[config.mk]
export PLATFORM = sky130hd
export DESIGN_NAME = n101_icache_ram_ctrl_flat
export DESIGN_NICKNAME = d
export VERILOG_FILES = /design/src/rtl/n101_icache_ram_ctrl_pkg.sv /design/src/rtl/n101_icache_ram_ctrl_if.sv /design/src/rtl/n101_icache_ram_walker.sv /design/src/rtl/n101_icache_ram_ctrl.sv /design/src/flat_wrapper.sv
export SDC_FILE = /design/constraint.sdc
export NUM_CORES = 1
export LEC_CHECK = 0
export ABC_CLOCK_PERIOD_IN_PS = 3200
export CAP_MARGIN = 10
export CORE_ASPECT_RATIO = 1.4
export CORE_MARGIN = 2
export CORE_UTILIZATION = 25
export DETAILED_ROUTE_END_ITERATION = 8
export GPL_TIMING_DRIVEN = 0
export HOLD_SLACK_MARGIN = 0.1
export PLACE_DENSITY = 0.86
export SLEW_MARGIN = 40
export SYNTH_ARGS = -nofsm -noshare
export SYNTH_HDL_FRONTEND = slang
export SYNTH_SLANG_ARGS = --single-unit
[constraint.sdc]
create_clock -name clk -period 3.2 [get_ports clk]
set_input_delay 0.64 -clock clk [delete_from_list [all_inputs] [get_ports clk]]
set_output_delay 0.64 -clock clk [all_outputs]
set_load 0.01 [all_outputs]
[src/rtl/n101_icache_ram_ctrl_pkg.sv]
// rtl/n101_icache_ram_ctrl_pkg.sv - shared state encoding and default icache RAM geometry
package n101_icache_ram_ctrl_pkg;

    // Default geometry of the I-cache tag/data RAM wrappers.
    localparam int ICACHE_WAYS        = 2;
    localparam int ICACHE_TAG_RAM_AW  = 6;
    localparam int ICACHE_TAG_RAM_DW  = 22;
    localparam int ICACHE_DATA_RAM_AW = 8;
    localparam int ICACHE_DATA_RAM_DW = 32;

    typedef enum logic [1:0] {
        ST_INIT = 2'd0,
        ST_RUN  = 2'd1,
        ST_INV  = 2'd2
    } ram_ctrl_state_e;

    // One-hot way select. A single-way cache always selects way 0,
    // whatever the requester put on its way bit.
    function automatic logic [1:0] way_sel(input int ways, input logic way);
        logic [1:0] oh;
        oh = 2'b01;
        if (ways > 1 && way) begin
            oh = 2'b10;
        end
        return oh;
    endfunction

endpackage

[src/rtl/n101_icache_ram_ctrl_if.sv]
// rtl/n101_icache_ram_ctrl_if.sv - IFU lookup, refill and cache RAM bus bundle
// master: IFU/refill requesters and RAM wrappers; slave: the RAM controller.
interface n101_icache_ram_ctrl_if #(
    parameter int WAYS    = 2,
    parameter int TAG_AW  = 6,
    parameter int TAG_DW  = 22,
    parameter int DATA_AW = 8,
    parameter int DATA_DW = 32
);
    logic                 rd_req;
    logic                 rd_rdy;
    logic [TAG_AW-1:0]    rd_tindex;
    logic [DATA_AW-1:0]   rd_dindex;
    logic                 rd_rsp_vld;

    logic                 rf_req;
    logic                 rf_rdy;
    logic                 rf_way;
    logic                 rf_tag_we;
    logic [TAG_AW-1:0]    rf_tindex;
    logic [TAG_DW-1:0]    rf_tag;
    logic [DATA_AW-1:0]   rf_dindex;
    logic [DATA_DW-1:0]   rf_data;

    logic [WAYS-1:0]      tag_cs;
    logic                 tag_we;
    logic [TAG_AW-1:0]    tag_addr;
    logic [TAG_DW-1:0]    tag_wdata;
    logic [WAYS-1:0]      data_cs;
    logic                 data_we;
    logic [DATA_AW-1:0]   data_addr;
    logic [DATA_DW-1:0]   data_wdata;

    modport master (
        output rd_req, rd_tindex, rd_dindex,
        output rf_req, rf_way, rf_tag_we, rf_tindex, rf_tag, rf_dindex, rf_data,
        input  rd_rdy, rd_rsp_vld, rf_rdy,
        input  tag_cs, tag_we, tag_addr, tag_wdata,
        input  data_cs, data_we, data_addr, data_wdata
    );

    modport slave (
        input  rd_req, rd_tindex, rd_dindex,
        input  rf_req, rf_way, rf_tag_we, rf_tindex, rf_tag, rf_dindex, rf_data,
        output rd_rdy, rd_rsp_vld, rf_rdy,
        output tag_cs, tag_we, tag_addr, tag_wdata,
        output data_cs, data_we, data_addr, data_wdata
    );

endinterface

[src/rtl/n101_icache_ram_walker.sv]
// rtl/n101_icache_ram_walker.sv - tag index walk counter shared by post-reset clear and invalidate
// en: walk active; cnt: current tag index; wrap: last index of the walk (walk done this cycle).
module n101_icache_ram_walker #(
    parameter int AW = 6
) (
    input  logic          clk,
    input  logic          rst_n,
    input  logic          en,
    output logic [AW-1:0] cnt,
    output logic          wrap
);

    assign wrap = en && (cnt == {AW{1'b1}});

    // Natural overflow returns cnt to 0, so the next walk starts at index 0.
    always_ff @(posedge clk or negedge rst_n) begin
        if (!rst_n) begin
            cnt <= '0;
        end else if (en) begin
            cnt <= cnt + AW'(1);
        end
    end

endmodule

[src/rtl/n101_icache_ram_ctrl.sv]
// rtl/n101_icache_ram_ctrl.sv - I-cache tag/data SRAM sequencer and access arbiter
// clk/rst_n: clock, async active-low reset; init_done: post-reset tag clear finished;
// inv_req/inv_ack: invalidate-all level request and completion pulse;
// bus: IFU lookup and refill handshakes plus per-way tag/data RAM controls.
module n101_icache_ram_ctrl
    import n101_icache_ram_ctrl_pkg::*;
#(
    parameter int WAYS    = ICACHE_WAYS,
    parameter int TAG_AW  = ICACHE_TAG_RAM_AW,
    parameter int TAG_DW  = ICACHE_TAG_RAM_DW,
    parameter int DATA_AW = ICACHE_DATA_RAM_AW,
    parameter int DATA_DW = ICACHE_DATA_RAM_DW
) (
    input  logic                       clk,
    input  logic                       rst_n,
    output logic                       init_done,
    input  logic                       inv_req,
    output logic                       inv_ack,
    n101_icache_ram_ctrl_if.slave      bus
);

    ram_ctrl_state_e   state_q;
    ram_ctrl_state_e   state_d;
    logic [TAG_AW-1:0] cnt;
    logic              wrap;
    logic              walk_en;
    logic              rd_grant;
    logic [1:0]        way_oh2;
    logic [WAYS-1:0]   way_oh;

    assign walk_en = (state_q != ST_RUN);
    assign way_oh2 = way_sel(WAYS, bus.rf_way);
    assign way_oh  = way_oh2[WAYS-1:0];

    n101_icache_ram_walker #(.AW(TAG_AW)) u_walker (
        .clk   (clk),
        .rst_n (rst_n),
        .en    (walk_en),
        .cnt   (cnt),
        .wrap  (wrap)
    );

    always_comb begin
        state_d        = state_q;
        rd_grant       = 1'b0;
        bus.rd_rdy     = 1'b0;
        bus.rf_rdy     = 1'b0;
        bus.tag_cs     = '0;
        bus.tag_we     = 1'b0;
        bus.tag_addr   = '0;
        bus.tag_wdata  = '0;
        bus.data_cs    = '0;
        bus.data_we    = 1'b0;
        bus.data_addr  = '0;
        bus.data_wdata = '0;

        case (state_q)
            ST_INIT, ST_INV: begin
                // Gated by rst_n so the RAMs see no write strobes while reset is held.
                if (rst_n) begin
                    bus.tag_cs   = '1;
                    bus.tag_we   = 1'b1;
                    bus.tag_addr = cnt;
                end
                if (wrap) begin
                    state_d = ST_RUN;
                end
            end
            ST_RUN: begin
                if (inv_req) begin
                    state_d = ST_INV;
                end else if (bus.rf_req) begin
                    bus.rf_rdy     = 1'b1;
                    bus.data_cs    = way_oh;
                    bus.data_we    = 1'b1;
                    bus.data_addr  = bus.rf_dindex;
                    bus.data_wdata = bus.rf_data;
                    if (bus.rf_tag_we) begin
                        bus.tag_cs    = way_oh;
                        bus.tag_we    = 1'b1;
                        bus.tag_addr  = bus.rf_tindex;
                        bus.tag_wdata = bus.rf_tag;
                    end
                end else if (bus.rd_req) begin
                    rd_grant      = 1'b1;
                    bus.rd_rdy    = 1'b1;
                    bus.tag_cs    = '1;
                    bus.tag_addr  = bus.rd_tindex;
                    bus.data_cs   = '1;
                    bus.data_addr = bus.rd_dindex;
                end
            end
            default: begin
                state_d = ST_INIT;
            end
        endcase
    end

    always_ff @(posedge clk or negedge rst_n) begin
        if (!rst_n) begin
            state_q        <= ST_INIT;
            init_done      <= 1'b0;
            inv_ack        <= 1'b0;
            bus.rd_rsp_vld <= 1'b0;
        end else begin
            state_q        <= state_d;
            init_done      <= init_done | ((state_q == ST_INIT) && wrap);
            inv_ack        <= (state_q == ST_INV) && wrap;
            bus.rd_rsp_vld <= rd_grant;
        end
    end

endmodule
[src/flat_wrapper.sv]
// flat-port wrapper written by rule: the top's interface ports become plain ports
module n101_icache_ram_ctrl_flat import n101_icache_ram_ctrl_pkg::*;
#(
    parameter int WAYS    = ICACHE_WAYS,
    parameter int TAG_AW  = ICACHE_TAG_RAM_AW,
    parameter int TAG_DW  = ICACHE_TAG_RAM_DW,
    parameter int DATA_AW = ICACHE_DATA_RAM_AW,
    parameter int DATA_DW = ICACHE_DATA_RAM_DW
)
  (clk, rst_n, init_done, inv_req, inv_ack, bus_rd_req, bus_rd_tindex, bus_rd_dindex, bus_rf_req, bus_rf_way, bus_rf_tag_we, bus_rf_tindex, bus_rf_tag, bus_rf_dindex, bus_rf_data, bus_rd_rdy, bus_rd_rsp_vld, bus_rf_rdy, bus_tag_cs, bus_tag_we, bus_tag_addr, bus_tag_wdata, bus_data_cs, bus_data_we, bus_data_addr, bus_data_wdata);
  n101_icache_ram_ctrl_if #(.WAYS(WAYS), .TAG_AW(TAG_AW), .TAG_DW(TAG_DW), .DATA_AW(DATA_AW), .DATA_DW(DATA_DW)) bus_i ();
  input  logic clk;
  input  logic rst_n;
  output logic init_done;
  input  logic inv_req;
  output logic inv_ack;
  input wire logic [$bits(bus_i.rd_req)-1:0] bus_rd_req;
  input wire logic [$bits(bus_i.rd_tindex)-1:0] bus_rd_tindex;
  input wire logic [$bits(bus_i.rd_dindex)-1:0] bus_rd_dindex;
  input wire logic [$bits(bus_i.rf_req)-1:0] bus_rf_req;
  input wire logic [$bits(bus_i.rf_way)-1:0] bus_rf_way;
  input wire logic [$bits(bus_i.rf_tag_we)-1:0] bus_rf_tag_we;
  input wire logic [$bits(bus_i.rf_tindex)-1:0] bus_rf_tindex;
  input wire logic [$bits(bus_i.rf_tag)-1:0] bus_rf_tag;
  input wire logic [$bits(bus_i.rf_dindex)-1:0] bus_rf_dindex;
  input wire logic [$bits(bus_i.rf_data)-1:0] bus_rf_data;
  output wire logic [$bits(bus_i.rd_rdy)-1:0] bus_rd_rdy;
  output wire logic [$bits(bus_i.rd_rsp_vld)-1:0] bus_rd_rsp_vld;
  output wire logic [$bits(bus_i.rf_rdy)-1:0] bus_rf_rdy;
  output wire logic [$bits(bus_i.tag_cs)-1:0] bus_tag_cs;
  output wire logic [$bits(bus_i.tag_we)-1:0] bus_tag_we;
  output wire logic [$bits(bus_i.tag_addr)-1:0] bus_tag_addr;
  output wire logic [$bits(bus_i.tag_wdata)-1:0] bus_tag_wdata;
  output wire logic [$bits(bus_i.data_cs)-1:0] bus_data_cs;
  output wire logic [$bits(bus_i.data_we)-1:0] bus_data_we;
  output wire logic [$bits(bus_i.data_addr)-1:0] bus_data_addr;
  output wire logic [$bits(bus_i.data_wdata)-1:0] bus_data_wdata;
  assign bus_i.rd_req = bus_rd_req;
  assign bus_i.rd_tindex = bus_rd_tindex;
  assign bus_i.rd_dindex = bus_rd_dindex;
  assign bus_i.rf_req = bus_rf_req;
  assign bus_i.rf_way = bus_rf_way;
  assign bus_i.rf_tag_we = bus_rf_tag_we;
  assign bus_i.rf_tindex = bus_rf_tindex;
  assign bus_i.rf_tag = bus_rf_tag;
  assign bus_i.rf_dindex = bus_rf_dindex;
  assign bus_i.rf_data = bus_rf_data;
  assign bus_rd_rdy = bus_i.rd_rdy;
  assign bus_rd_rsp_vld = bus_i.rd_rsp_vld;
  assign bus_rf_rdy = bus_i.rf_rdy;
  assign bus_tag_cs = bus_i.tag_cs;
  assign bus_tag_we = bus_i.tag_we;
  assign bus_tag_addr = bus_i.tag_addr;
  assign bus_tag_wdata = bus_i.tag_wdata;
  assign bus_data_cs = bus_i.data_cs;
  assign bus_data_we = bus_i.data_we;
  assign bus_data_addr = bus_i.data_addr;
  assign bus_data_wdata = bus_i.data_wdata;
  n101_icache_ram_ctrl #(.WAYS(WAYS), .TAG_AW(TAG_AW), .TAG_DW(TAG_DW), .DATA_AW(DATA_AW), .DATA_DW(DATA_DW)) u_core (.clk(clk), .rst_n(rst_n), .init_done(init_done), .inv_req(inv_req), .inv_ack(inv_ack), .bus(bus_i));
endmodule
# Word level (Yosys, flattened, before mapping)
# Index checks and enable logic that the tools add are counted.
# Widths: inputs -> output; s select.
[word_totals]
output_inout_bits = 79
wordCells = 61
inputBits = 89
reg_bits = 11
[op_classes]
n_eq_ne = 6
muxes = 42
reduce_logical = 6
bitwise = 1
n_addsub = 1
[ops]
columns = ["op", "count"]
rows = [
  ["$mux 32", 3],
  ["$mux 22", 4],
  ["$mux 8", 4],
  ["$mux 6", 5],
  ["$mux 2", 11],
  ["$pmux 6 s2", 1],
  ["$mux 1", 11],
  ["$pmux 2 s2", 2],
  ["$add 6x1->6 const B", 1],
  ["$eq 6x6->1 const B", 1],
  ["$ne 2x1->1 const B", 2],
  ["$logic_and 1x1->1", 3],
  ["$eq 2x1->1 const B", 1],
  ["$eq 2x2->1 const B", 1],
  ["$logic_not 2->1", 1],
  ["$ne 2x2->1 const B", 1],
  ["$pmux 1 s2", 1],
  ["$reduce_and 2->1", 1],
  ["$reduce_or 2->1", 1],
  ["$or 1x1->1", 1],
]

# Depth between registers and ports, before layout
[depth]
ltp_word = 5
mapped_depth = 5
ltp_nobuf = 3

# Modules after synthesis
# A second synthesis with hierarchy kept.
[unflattened]
cells_unflattened = 148
hier_area_um2 = 1157.4
[modules_own_cells]
columns = ["module", "area_each_um2", "cells_each", "instances", "seq_area_each_um2"]
rows = [
  ["n101_icache_ram_ctrl", 899.6, 128, 1, 125.1],
  ["n101_icache_ram_walker", 257.7, 20, 1, 150.1],
]

# Least setup slack after synthesis
# No wires, ideal clock.
[synth_path]
kind = "input -> output"
start = "input port inv_req"
end = "output port bus_data_wdata[10]"
path_buffers = 3
path_slack_ps = 1018
t_required_ps = 2560
t_arrival_ps = 1542
cell_stages = 5
path_cell_list = "and4bb_1 buf_2 buf_4 clkbuf_1 and2_1"
[synth_between]
elab_chain_len = 2
[synth_lines]
columns = ["item", "line_no", "rtl"]
rows = [
  ["start, declared", "flat_wrapper.sv:15", "input logic inv_req;"],
  ["$mux 32", "n101_icache_ram_ctrl.sv:70", "if (inv_req) begin"],
  ["$mux 32", "n101_icache_ram_ctrl.sv:57", "case (state_q)"],
  ["end, declared", "flat_wrapper.sv:37", "output wire logic [$bits(bus_i.data_wdata)-1:0] bus_data_wdata;"],
]
# Every way passes these cells.

# Final worst setup path
[layout_path]
start = "input port inv_req"
end = "output port bus_data_cs[1]"
[layout_between]
elab_chain_len = 2
[layout_lines]
columns = ["item", "line_no", "rtl"]
rows = [
  ["$mux 2", "n101_icache_ram_ctrl.sv:70", ""],
  ["$mux 2", "n101_icache_ram_ctrl.sv:57", ""],
  ["end, declared", "flat_wrapper.sv:34", "output wire logic [$bits(bus_i.data_cs)-1:0] bus_data_cs;"],
]
# Every way passes these cells.

==> results.py <==
metrics = {
    "outcome": {
        "status": "finished clean",
    },
    "route": {
        "highest_layer": "met4",
        "met1_length_um": 2100,
        "drt-initial-drc-count": 83,
        "routed_wl_um": 5470,
        "vias": 1716,
        "route.detailed.drc": 0,
        "postRouteAntennaNets": 0,
        "wire_per_inst_um": 14.9,
        "via_per_inst": 4.69,
        "wl_met3_um": 532,
        "dr.pass1.iters": 4,
        "dr_wl_met2_um": 2780,
    },
    "sta": {
        "finalSetupViolCount": 0,
        "finalCritPeriodShare": 0.975,
        "rsz0062_at_grt": "no",
        "finalCriticalPeriod_ps": 3120,
        "timing.slew.headroom": 0.701,
        "whs_ps": 273,
        "worst_pin_slew_ps": 448,
        "clock_skew_ps": 4.61,
        "worst_slack_ps": 79.1,
        "hold_viol": 0,
        "slew_violations": 0,
        "clock.fmax_ghz": 0.320,
    },
    "synthesis": {
        "yosysSeqAreaShare": 0.243,
        "synth.top_cell.area_share": 0.243,
        "async_reset_ff_frac": 1.00,
        "synth_cell_types": 32,
        "ys.flop_type": "dfrtp_1",
        "synth.net_count": 222,
        "synth_compound_area_frac": 0.192,
        "synth_area_leaders": "dfrtp_1 (24%), and2_1 (18%), and3_1 (16%)",
        "syn_area_mm2": 0.00113,
        "synth_edf_count": 0,
        "synthAdderAreaFrac": 0.0110,
        "yosysWarnings": 0,
        "syn-instance-count": 132,
        "ys_seq_elements": 11,
        "synth_top_family_by_area": "simple AND/OR/NAND/NOR gates",
        "synth-simple-area-share": 0.422,
        "syn_area_per_cell_um2": 8.58,
        "yosysTopAreaCell": "dfrtp_1",
        "muxShareOfSynthArea": 0.00994,
        "synthXorXnorAreaFrac": 0.0387,
    },
    "global_routing": {
        "antenna_found_initial": 0,
        "grt_max_degree": 13,
        "overflow": 0,
        "grt_usage": 0.211,
        "grt_pass1_vias": 1746,
        "grt_pass1_wl_um": 8300,
    },
    "power": {
        "p_per_area_mw_per_mm2": 269,
        "vdd_drop_max_v": 0.000127,
        "p_leak_uw": 0.00144,
        "fin_total_pwr_uw": 797,
    },
    "layout": {
        "diodes": 0,
        "nNetsFinal": 395,
        "drive_above_1_share": 0.0888,
        "final_core_util": 0.663,
        "fin_cells": 366,
        "area_delta_synth_final_pct": 161,
    },
    "cts": {
        "cts_made_buffers": 3,
        "clk_pin_slew_ps": 50,
        "htreeDepth": 1,
        "cts_tree": "yes",
        "postCtsHoldBufs": 0,
        "clockRootBuffer": "clkbuf_8",
        "cts.sinks": 11,
        "cts_buffer_depth": 2,
        "worstSkewPairLatency_ps": 240,
    },
    "die": {
        "io_pins": 168,
        "die_w_um": 60.9,
        "core.rowCount": 29,
        "start_util": 0.254,
        "die_area_mm2": 0.00509,
        "core_mm2": 0.00446,
        "die_h_um": 83.6,
    },
    "hold_path": {
        "hold_path.class": "primary input to async pin",
    },
    "worst_setup_path": {
        "reg2reg_to": "u_core.bus.rd_rsp_vld",
        "reg2regPathDepth": 4,
        "r2r_setup_slack_ps": 1850,
        "crit_arrival_ps": 2480,
        "end_kind": "output pin",
        "crit_start": "inv_req",
        "crit_fanout": 10,
        "startpoint_type": "primary input",
        "required_ps": 2560,
        "timing.rr.start": "u_core.state_q[1]",
        "path_class": "primary input to output pin",
    },
    "placed_design": {
        "hpwlAfterDp_um": 4650,
        "gp_congestion": 0.854,
        "post-place-ws_ps": -294,
        "numPortBuffers": 167,
        "dp_cells": 361,
    },
    "flow_run": {
        "maxCapViolCount": 0,
    },
}
-- critical path: stages --
cell	delay, ps
dlygate4sd2_1	320
and4bb_1	300
buf_4	160
buf_4	170
buf_4	180
a21o_1	130
clkdlybuf4s50_1	570
-- cells by family (layout without fill, tap and decap cells) --
family,count (synthesis),in the layout
adders and majority gates,1,1
AOI/OAI and AO/OA,23,23
xor gates and xnor gates,5,5
muxes,1,1
and+or+nand+nor,73,73
DFF,11,11
buffers and inverters,18,190
-- layout make-up --
| cell class | count | area [um2] |
|---|---|---|
| Sequential cell | 11 | 275 |
| Buffer | 15 | 95.1 |
| Clock buffer | 4 | 45.0 |
| Timing Repair Buffer | 168 | 1690 |
| Multi-Input combinational cell | 103 | 763 |
| Fill cell | 371 | 1510 |
| Inverter | 3 | 11.3 |
| Tap cell | 62 | 77.6 |
-- flip-flops by register name (all words and copies together), names as in the netlist --
register,flops
u_core.u_walker.cnt,6
u_core.state_q,2
u_core.bus.rd_rsp_vld,1
u_core.init_done,1
u_core.inv_ack,1
-- power breakdown --
group | total (uW) | switching (uW) | leakage (uW) | internal, uW
Sequential | 258 | 65.0 | 0.000139 | 194
Clock | 139 | 51.5 | 0.0000228 | 87.4
Combinational | 399 | 130 | 0.00128 | 269
-- metal layers --
metal / global-route usage / vias up
li1: - / 819
met1: 0.239 / 778
met2: 0.371 / 113
met3: 0.0698 / 6
met4: 0.0435 / 0
met5: 0 / -
-- synthesized netlist by cell type (all sizes together), types with 2 or more instances --
library cell	n
and2	32
and3	29
dfrtp	11
a22o	9
clkbuf	9
a221o	6
buf	6
xnor2	4
a21o	3
inv	3
nand4	3
and2b	2
-- metrics by stage --
stage	cell area (um2)	setup TNS, ps
3_5_place_dp	2880	-16280
3_3_place_gp	2880	-15000
2_1_floorplan	1130	0
4_1_cts	2930	0
6_report	2960	0
5_1_grt	2960	0
-- cell usage in the layout, fill, tap and decap left out, types with 3 or more instances in the layout --
cell type          n
a21o_1             3
a221o_1            4
a22o_1             3
a22o_2             6
and2_1            32
and3_1            29
buf_4              5
clkbuf_1           4
clkbuf_2           4
clkbuf_8           3
clkdlybuf4s50_1  155
dfrtp_1           11
dlygate4sd2_1      3
dlymetal6s2s_1     8
inv_1              3
nand4_1            3
xnor2_1            4
-- worst max-delay path by stage --
stage / end / slack [ps]
3_5_place_dp: bus_data_wdata[17] / -290
2_1_floorplan: bus_data_wdata[10] / 1020
5_1_grt: bus_data_wdata[17] / 5
6_report: bus_data_cs[1] / 80
3_3_place_gp: bus_data_wdata[16] / -280
4_1_cts: bus_data_addr[7] / 30
-- what timing repair did --
item	CTS	global route
gates resized for setup	9	16
setup endpoints to repair	74	37
setup buffers	0	1
(Power assumes the default switching activity.)
